File: config.mk
export PLATFORM = sky130hd
export DESIGN_NAME = regfile_wb_arbiter_flat
export DESIGN_NICKNAME = d
export VERILOG_FILES = /design/src/rtl/regfile_wb_arbiter_if.sv /design/src/rtl/regfile_wb_arbiter.sv /design/src/flat_wrapper.sv
export SDC_FILE = /design/constraint.sdc
export NUM_CORES = 1
export LEC_CHECK = 0
export CAP_MARGIN = 20
export CELL_PAD_IN_SITES_DETAIL_PLACEMENT = 2
export CELL_PAD_IN_SITES_GLOBAL_PLACEMENT = 2
export CORE_MARGIN = 2
export CORE_UTILIZATION = 38
export CTS_CLUSTER_DIAMETER = 30
export DETAILED_ROUTE_END_ITERATION = 10
export PLACE_DENSITY = 0.88
export SYNTH_ARGS = -nofsm -noshare
export SYNTH_HDL_FRONTEND = slang
export SYNTH_SLANG_ARGS = --single-unit
File: constraint.sdc
create_clock -name clk -period 4.7 [get_ports clk]
set_input_delay 0.94 -clock clk [delete_from_list [all_inputs] [get_ports clk]]
set_output_delay 0.94 -clock clk [all_outputs]
set_load 0.05 [all_outputs]
File: src/rtl/regfile_wb_arbiter_if.sv
// Writeback bus between the pipeline/long-latency unit and the regfile arbiter.
interface regfile_wb_arbiter_if #(
  parameter int width = 64,
  parameter int DEPTH = 4
);
  localparam int CW = $clog2(DEPTH) + 1;

  logic             a_valid;
  logic [4:0]       a_addr;
  logic [width-1:0] a_data;
  logic             b_valid;
  logic             b_ready;
  logic [4:0]       b_addr;
  logic [width-1:0] b_data;
  logic [4:0]       W_addr;
  logic [width-1:0] W_data;
  logic             wr_enable;
  logic [31:0]      pending_mask;
  logic [CW-1:0]    fifo_count;
  logic             stall_req;

  modport master (
    output a_valid, a_addr, a_data, b_valid, b_addr, b_data,
    input  b_ready, W_addr, W_data, wr_enable, pending_mask, fifo_count, stall_req
  );

  modport slave (
    input  a_valid, a_addr, a_data, b_valid, b_addr, b_data,
    output b_ready, W_addr, W_data, wr_enable, pending_mask, fifo_count, stall_req
  );
endinterface

File: src/rtl/regfile_wb_arbiter.sv
// Shares the regfile write port between the fixed-priority pipeline writeback (A)
// and a FIFO-buffered long-latency writeback (B), with hazard mask and starvation stall.
module regfile_wb_arbiter #(
  parameter int width        = 64,
  parameter int DEPTH        = 4,
  parameter int STARVE_LIMIT = 8
) (
  input  logic clk,
  input  logic reset,
  regfile_wb_arbiter_if.slave bus
);
  localparam int AW = $clog2(DEPTH);
  localparam int PW = AW + 1;
  localparam int SW = $clog2(STARVE_LIMIT + 1);
  localparam logic [SW-1:0] LIMIT = SW'(STARVE_LIMIT);

  logic [4:0]       addr_mem [DEPTH];
  logic [width-1:0] data_mem [DEPTH];

  logic [PW-1:0]    wr_ptr_q, wr_ptr_d, rd_ptr_q, rd_ptr_d, count;
  logic [SW-1:0]    starve_q, starve_d;
  logic             stall_q, stall_d;
  logic             wen_q, wen_d;
  logic [4:0]       waddr_q, waddr_d;
  logic [width-1:0] wdata_q, wdata_d;
  logic             full, empty, push, a_win, pop;
  logic [AW-1:0]    slot_off;
  logic [31:0]      mask;

  assign count = wr_ptr_q - rd_ptr_q;
  assign full  = (wr_ptr_q[AW] != rd_ptr_q[AW]) && (wr_ptr_q[AW-1:0] == rd_ptr_q[AW-1:0]);
  assign empty = (wr_ptr_q == rd_ptr_q);

  // b_ready looks only at current occupancy; zero-address pushes are acked but dropped
  assign push  = bus.b_valid && !full && (bus.b_addr != '0);
  assign a_win = bus.a_valid && (bus.a_addr != '0);
  assign pop   = !a_win && !empty;

  always_comb begin
    wr_ptr_d = wr_ptr_q;
    rd_ptr_d = rd_ptr_q;
    wen_d    = 1'b0;
    waddr_d  = waddr_q;
    wdata_d  = wdata_q;
    starve_d = starve_q;
    if (push) wr_ptr_d = wr_ptr_q + 1'b1;
    if (a_win) begin
      wen_d   = 1'b1;
      waddr_d = bus.a_addr;
      wdata_d = bus.a_data;
    end else if (pop) begin
      wen_d    = 1'b1;
      waddr_d  = addr_mem[rd_ptr_q[AW-1:0]];
      wdata_d  = data_mem[rd_ptr_q[AW-1:0]];
      rd_ptr_d = rd_ptr_q + 1'b1;
    end
    // Non-empty without a pop means A took the port this cycle
    if (empty || pop)        starve_d = '0;
    else if (starve_q != LIMIT) starve_d = starve_q + 1'b1;
    stall_d = (starve_d == LIMIT);
  end

  always_ff @(posedge clk or posedge reset) begin
    if (reset) begin
      wr_ptr_q <= '0;
      rd_ptr_q <= '0;
      starve_q <= '0;
      stall_q  <= 1'b0;
      wen_q    <= 1'b0;
      waddr_q  <= '0;
      wdata_q  <= '0;
    end else begin
      wr_ptr_q <= wr_ptr_d;
      rd_ptr_q <= rd_ptr_d;
      starve_q <= starve_d;
      stall_q  <= stall_d;
      wen_q    <= wen_d;
      waddr_q  <= waddr_d;
      wdata_q  <= wdata_d;
    end
  end

  always_ff @(posedge clk) begin
    if (push) begin
      addr_mem[wr_ptr_q[AW-1:0]] <= bus.b_addr;
      data_mem[wr_ptr_q[AW-1:0]] <= bus.b_data;
    end
  end

  // Slot is occupied when its distance from the head is below the count
  always_comb begin
    mask     = '0;
    slot_off = '0;
    for (int unsigned i = 0; i < DEPTH; i++) begin
      slot_off = AW'(i) - rd_ptr_q[AW-1:0];
      if ({1'b0, slot_off} < count) mask[addr_mem[i]] = 1'b1;
    end
  end

  assign bus.b_ready      = !full;
  assign bus.W_addr       = waddr_q;
  assign bus.W_data       = wdata_q;
  assign bus.wr_enable    = wen_q;
  assign bus.pending_mask = mask;
  assign bus.fifo_count   = count;
  assign bus.stall_req    = stall_q;
endmodule

File: src/flat_wrapper.sv
// flat-port wrapper written by rule: the top's interface ports become plain ports
module regfile_wb_arbiter_flat 
#(
  parameter int width        = 64,
  parameter int DEPTH        = 4,
  parameter int STARVE_LIMIT = 8
)
  (clk, reset, bus_a_valid, bus_a_addr, bus_a_data, bus_b_valid, bus_b_addr, bus_b_data, bus_b_ready, bus_W_addr, bus_W_data, bus_wr_enable, bus_pending_mask, bus_fifo_count, bus_stall_req);
  regfile_wb_arbiter_if #(.width(width), .DEPTH(DEPTH)) bus_i ();
  input  logic clk;
  input  logic reset;
  input wire logic [$bits(bus_i.a_valid)-1:0] bus_a_valid;
  input wire logic [$bits(bus_i.a_addr)-1:0] bus_a_addr;
  input wire logic [$bits(bus_i.a_data)-1:0] bus_a_data;
  input wire logic [$bits(bus_i.b_valid)-1:0] bus_b_valid;
  input wire logic [$bits(bus_i.b_addr)-1:0] bus_b_addr;
  input wire logic [$bits(bus_i.b_data)-1:0] bus_b_data;
  output wire logic [$bits(bus_i.b_ready)-1:0] bus_b_ready;
  output wire logic [$bits(bus_i.W_addr)-1:0] bus_W_addr;
  output wire logic [$bits(bus_i.W_data)-1:0] bus_W_data;
  output wire logic [$bits(bus_i.wr_enable)-1:0] bus_wr_enable;
  output wire logic [$bits(bus_i.pending_mask)-1:0] bus_pending_mask;
  output wire logic [$bits(bus_i.fifo_count)-1:0] bus_fifo_count;
  output wire logic [$bits(bus_i.stall_req)-1:0] bus_stall_req;
  assign bus_i.a_valid = bus_a_valid;
  assign bus_i.a_addr = bus_a_addr;
  assign bus_i.a_data = bus_a_data;
  assign bus_i.b_valid = bus_b_valid;
  assign bus_i.b_addr = bus_b_addr;
  assign bus_i.b_data = bus_b_data;
  assign bus_b_ready = bus_i.b_ready;
  assign bus_W_addr = bus_i.W_addr;
  assign bus_W_data = bus_i.W_data;
  assign bus_wr_enable = bus_i.wr_enable;
  assign bus_pending_mask = bus_i.pending_mask;
  assign bus_fifo_count = bus_i.fifo_count;
  assign bus_stall_req = bus_i.stall_req;
  regfile_wb_arbiter #(.width(width), .DEPTH(DEPTH), .STARVE_LIMIT(STARVE_LIMIT)) u_core (.clk(clk), .reset(reset), .bus(bus_i));
endmodule
==> metrics <==
CTS Buf Count 84; Worst Clk Skew 40.8 ps; clock sink count 357; Hold Buf Count CTS 0; Synth top area share 55.5%; pwr dens 840 nW/µm²; Pint 11.2 mW; # port buffers 248; RSZ-0062 raised after global routing no; GPL Wtd Cong 0.804; clk root buf clkbuf_16; WS Path Type flop to primary output; P_leak 7.72 nW; Post-Syn Area 14900 µm²; final hold vios 0; setup TNS 0 ps; Main synth FF type edfxtp_1; Reg2Reg Setup Slack 1460 ps; # IOs 249; Logic pwr share 39.6%; vias in the first global route 11500; Peak VDD IR 0.000502 V; Initial DRT Pass Iterations 5; total power 17.9 mW; post-synth net total 1071; Req. time, crit path 3760 ps; initial core utilization 38.6%; fin crit share 96.9%; GRT Total Usage 25.3%; Post-Place Cells 1646; Vias 9891; post-route ant nets 0; Clock Tree Buf Depth 3; Area Overhead vs Synth 42.9%; TritonCTS clock tree done; maxcap violations 0; drt drc 0; Critical Path End Type primary output; Worst Hold Depth 1; Reg clk slew, reported paths 50 ps; Finished Layout Cells 1810; Die Wd 202 µm; filler cell count 3394; sequential element share of the synthesized area 69.0%; insertion delay to the later sink of the worst-skew pair 610 ps; layout cells sized above 1 22.0%; actual slew at the worst max-slew pin 1080 ps; crit path DAT 3610 ps; multi-input logic area 4480 µm²; Post-synth top cells 276 x edfxtp_1, 128 x nand2_1, 81 x dfrtp_1; Slew Limit Headroom 27.7%; clock share of power 33.6%; capturing point of the worst reg2reg path u_core.data_mem[1][29]$_DFFE_PP_; Sequential Power Share 26.7%; Final Net Count 1377; row cnt 72; DR WL/cell 28.2 µm; vias per std cell 5.46; Core Area 38700 µm²; status completed; count leader, synth edfxtp_1; Hold Crit Endpoint u_core.wr_ptr_q[2]$_DFFE_PP0P_; Post-Synthesis Cells 913; H-tree Lvls 3; fin util 55.1%; Synth area leader edfxtp_1; initial DRC count 668; YS warnings 0; fmax 0.220 GHz; Avg Cell Area, Syn 16.4 µm²; Yosys cell types 40; CP Max Fanout 7; Startpoint Class flop; final setup vio count 0; worst hold path class flop to flop; Async SR Flop Fraction 22.7%; sw frac 37.8%; #FFs+latches synth 357; switching power 6.78 mW; fin. max-slew vios 0; initial antenna violation count 4; R2R cell count 7; largest net degree at the start of global routing 76; register area 10300 µm²; Post-synth EDFFs 276; min-delay src u_core.wr_ptr_q[2]$_DFFE_PP0P_; Congestion Overflow GR 0; die area 40900 µm²; first-pass GRT wire length 76.8 mm; worst r2r src u_core.rd_ptr_q[0]$_DFFE_PP0P_; top cells by area, synth edfxtp_1 55%, dfrtp_1 14%, mux4_2 10%; DRT Wirelength 51.1 mm; min cycle time layout 4550 ps; die height 202 µm; Final HPWL DP 30.1 mm
-- worst max path at each step --
stage	slack, ps	startpoint	endpoint
6_report	150	u_core.wr_ptr_q[0]$_DFFE_PP0P_	bus_pending_mask[30]
2_1_floorplan	80	u_core.rd_ptr_q[1]$_DFFE_PP0P_	bus_pending_mask[28]
3_3_place_gp	580	u_core.rd_ptr_q[0]$_DFFE_PP0P_	bus_pending_mask[12]
4_1_cts	4	u_core.wr_ptr_q[0]$_DFFE_PP0P_	bus_pending_mask[27]
5_1_grt	20	u_core.wr_ptr_q[0]$_DFFE_PP0P_	bus_pending_mask[21]
3_5_place_dp	360	u_core.wr_ptr_q[0]$_DFFE_PP0P_	bus_pending_mask[16]
-- metal layers --
layer  wire length, µm  global-route usage [%]  part of all wire, %  vias up
met5                13                       0                0.025        -
met4              1060                    8.29                  2.1        2
met3              2660                    4.98                  5.2       79
met2             27700                    46.9                   54      378
met1             19600                    29.3                   38     5194
li1                  -                       -                    -     4238
-- critical path, stage by stage, from the launching register on --
cell and delay, ps:
dfrtp_1 420, inv_2 70, ha_2 180, inv_1 60
fa_1 540, inv_2 90, ha_1 290, nand2b_1 110
a21oi_4 340, buf_4 180, nor2_2 80, a22oi_1 250
nand2_1 200, buf_12 200
-- flip-flops by register name (all words and copies together) (netlist names) --
name and flops:
u_core.data_mem 256, u_core.bus.W_data 64, u_core.addr_mem 20, u_core.bus.W_addr 5, u_core.starve_q 4, u_core.rd_ptr_q 3, u_core.wr_ptr_q 3, u_core.bus.stall_req 1
u_core.bus.wr_enable 1
-- cell families (layout without fill, tap and decap cells) --
group / after synthesis / in the layout / synth area share, %
mux: 139 / 139 / 15.1
other cells: 0 / 3 / 0
buf+inv: 60 / 436 / 1.65
fa+ha+maj: 16 / 16 / 1.39
simple gates: 201 / 201 / 6.61
xor+xnor: 8 / 8 / 0.569
compound gates: 132 / 132 / 5.68
flops: 357 / 357 / 69.0
-- per-stage QoR --
stage / area [µm²] / worst slack (ps) / hold WS (ps)
3_3_place_gp: 18300 / 585 / 498
4_1_cts: 21300 / 3.56 / 530
6_report: 21400 / 148 / 536
2_1_floorplan: 14900 / 76.9 / 483
3_5_place_dp: 18300 / 362 / 529
5_1_grt: 21400 / 15.8 / 560
-- placed cells by master (no fill, tap or decap), drive strengths merged, types with 38 or more instances in the layout --
| cell type | count |
|---|---|
| mux2i | 69 |
| o21ai | 72 |
| a22oi | 38 |
| clkdlybuf4s50 | 216 |
| nand2 | 128 |
| dfrtp | 81 |
| clkbuf | 103 |
| mux4 | 69 |
| buf | 50 |
| edfxtp | 276 |
-- final cells by class --
cell class / count / share of cell area [%]
Timing Repair Buffer: 266 / 13.7
Sequential cell: 357 / 48.3
Multi-Input combinational cell: 496 / 21.0
Tap cell: 518 / 3.03
Clock inverter: 53 / 3.09
Clock buffer: 103 / 10.6
Inverter: 14 / 0.258
Antenna cell: 3 / 0.0351
-- power by group through the flow --
stage | clock (mW) | combinational, mW | sequential, mW
2_1_floorplan | 0 | 3.38 | 5.64
3_3_place_gp | 0 | 6.52 | 4.70
3_5_place_dp | 0 | 6.78 | 4.80
4_1_cts | 6.14 | 7.08 | 4.80
5_1_grt | 6.28 | 7.48 | 4.87
6_report | 6.04 | 7.11 | 4.80
-- repair_timing --
action,4_1_cts,5_1_grt
gates cloned,0,0
setup buffers,2,3
setup endpoints to repair,29,31
gates resized for setup,12,6
pin swaps,4,6
Note: power is estimated with default switching activity, not from simulation.
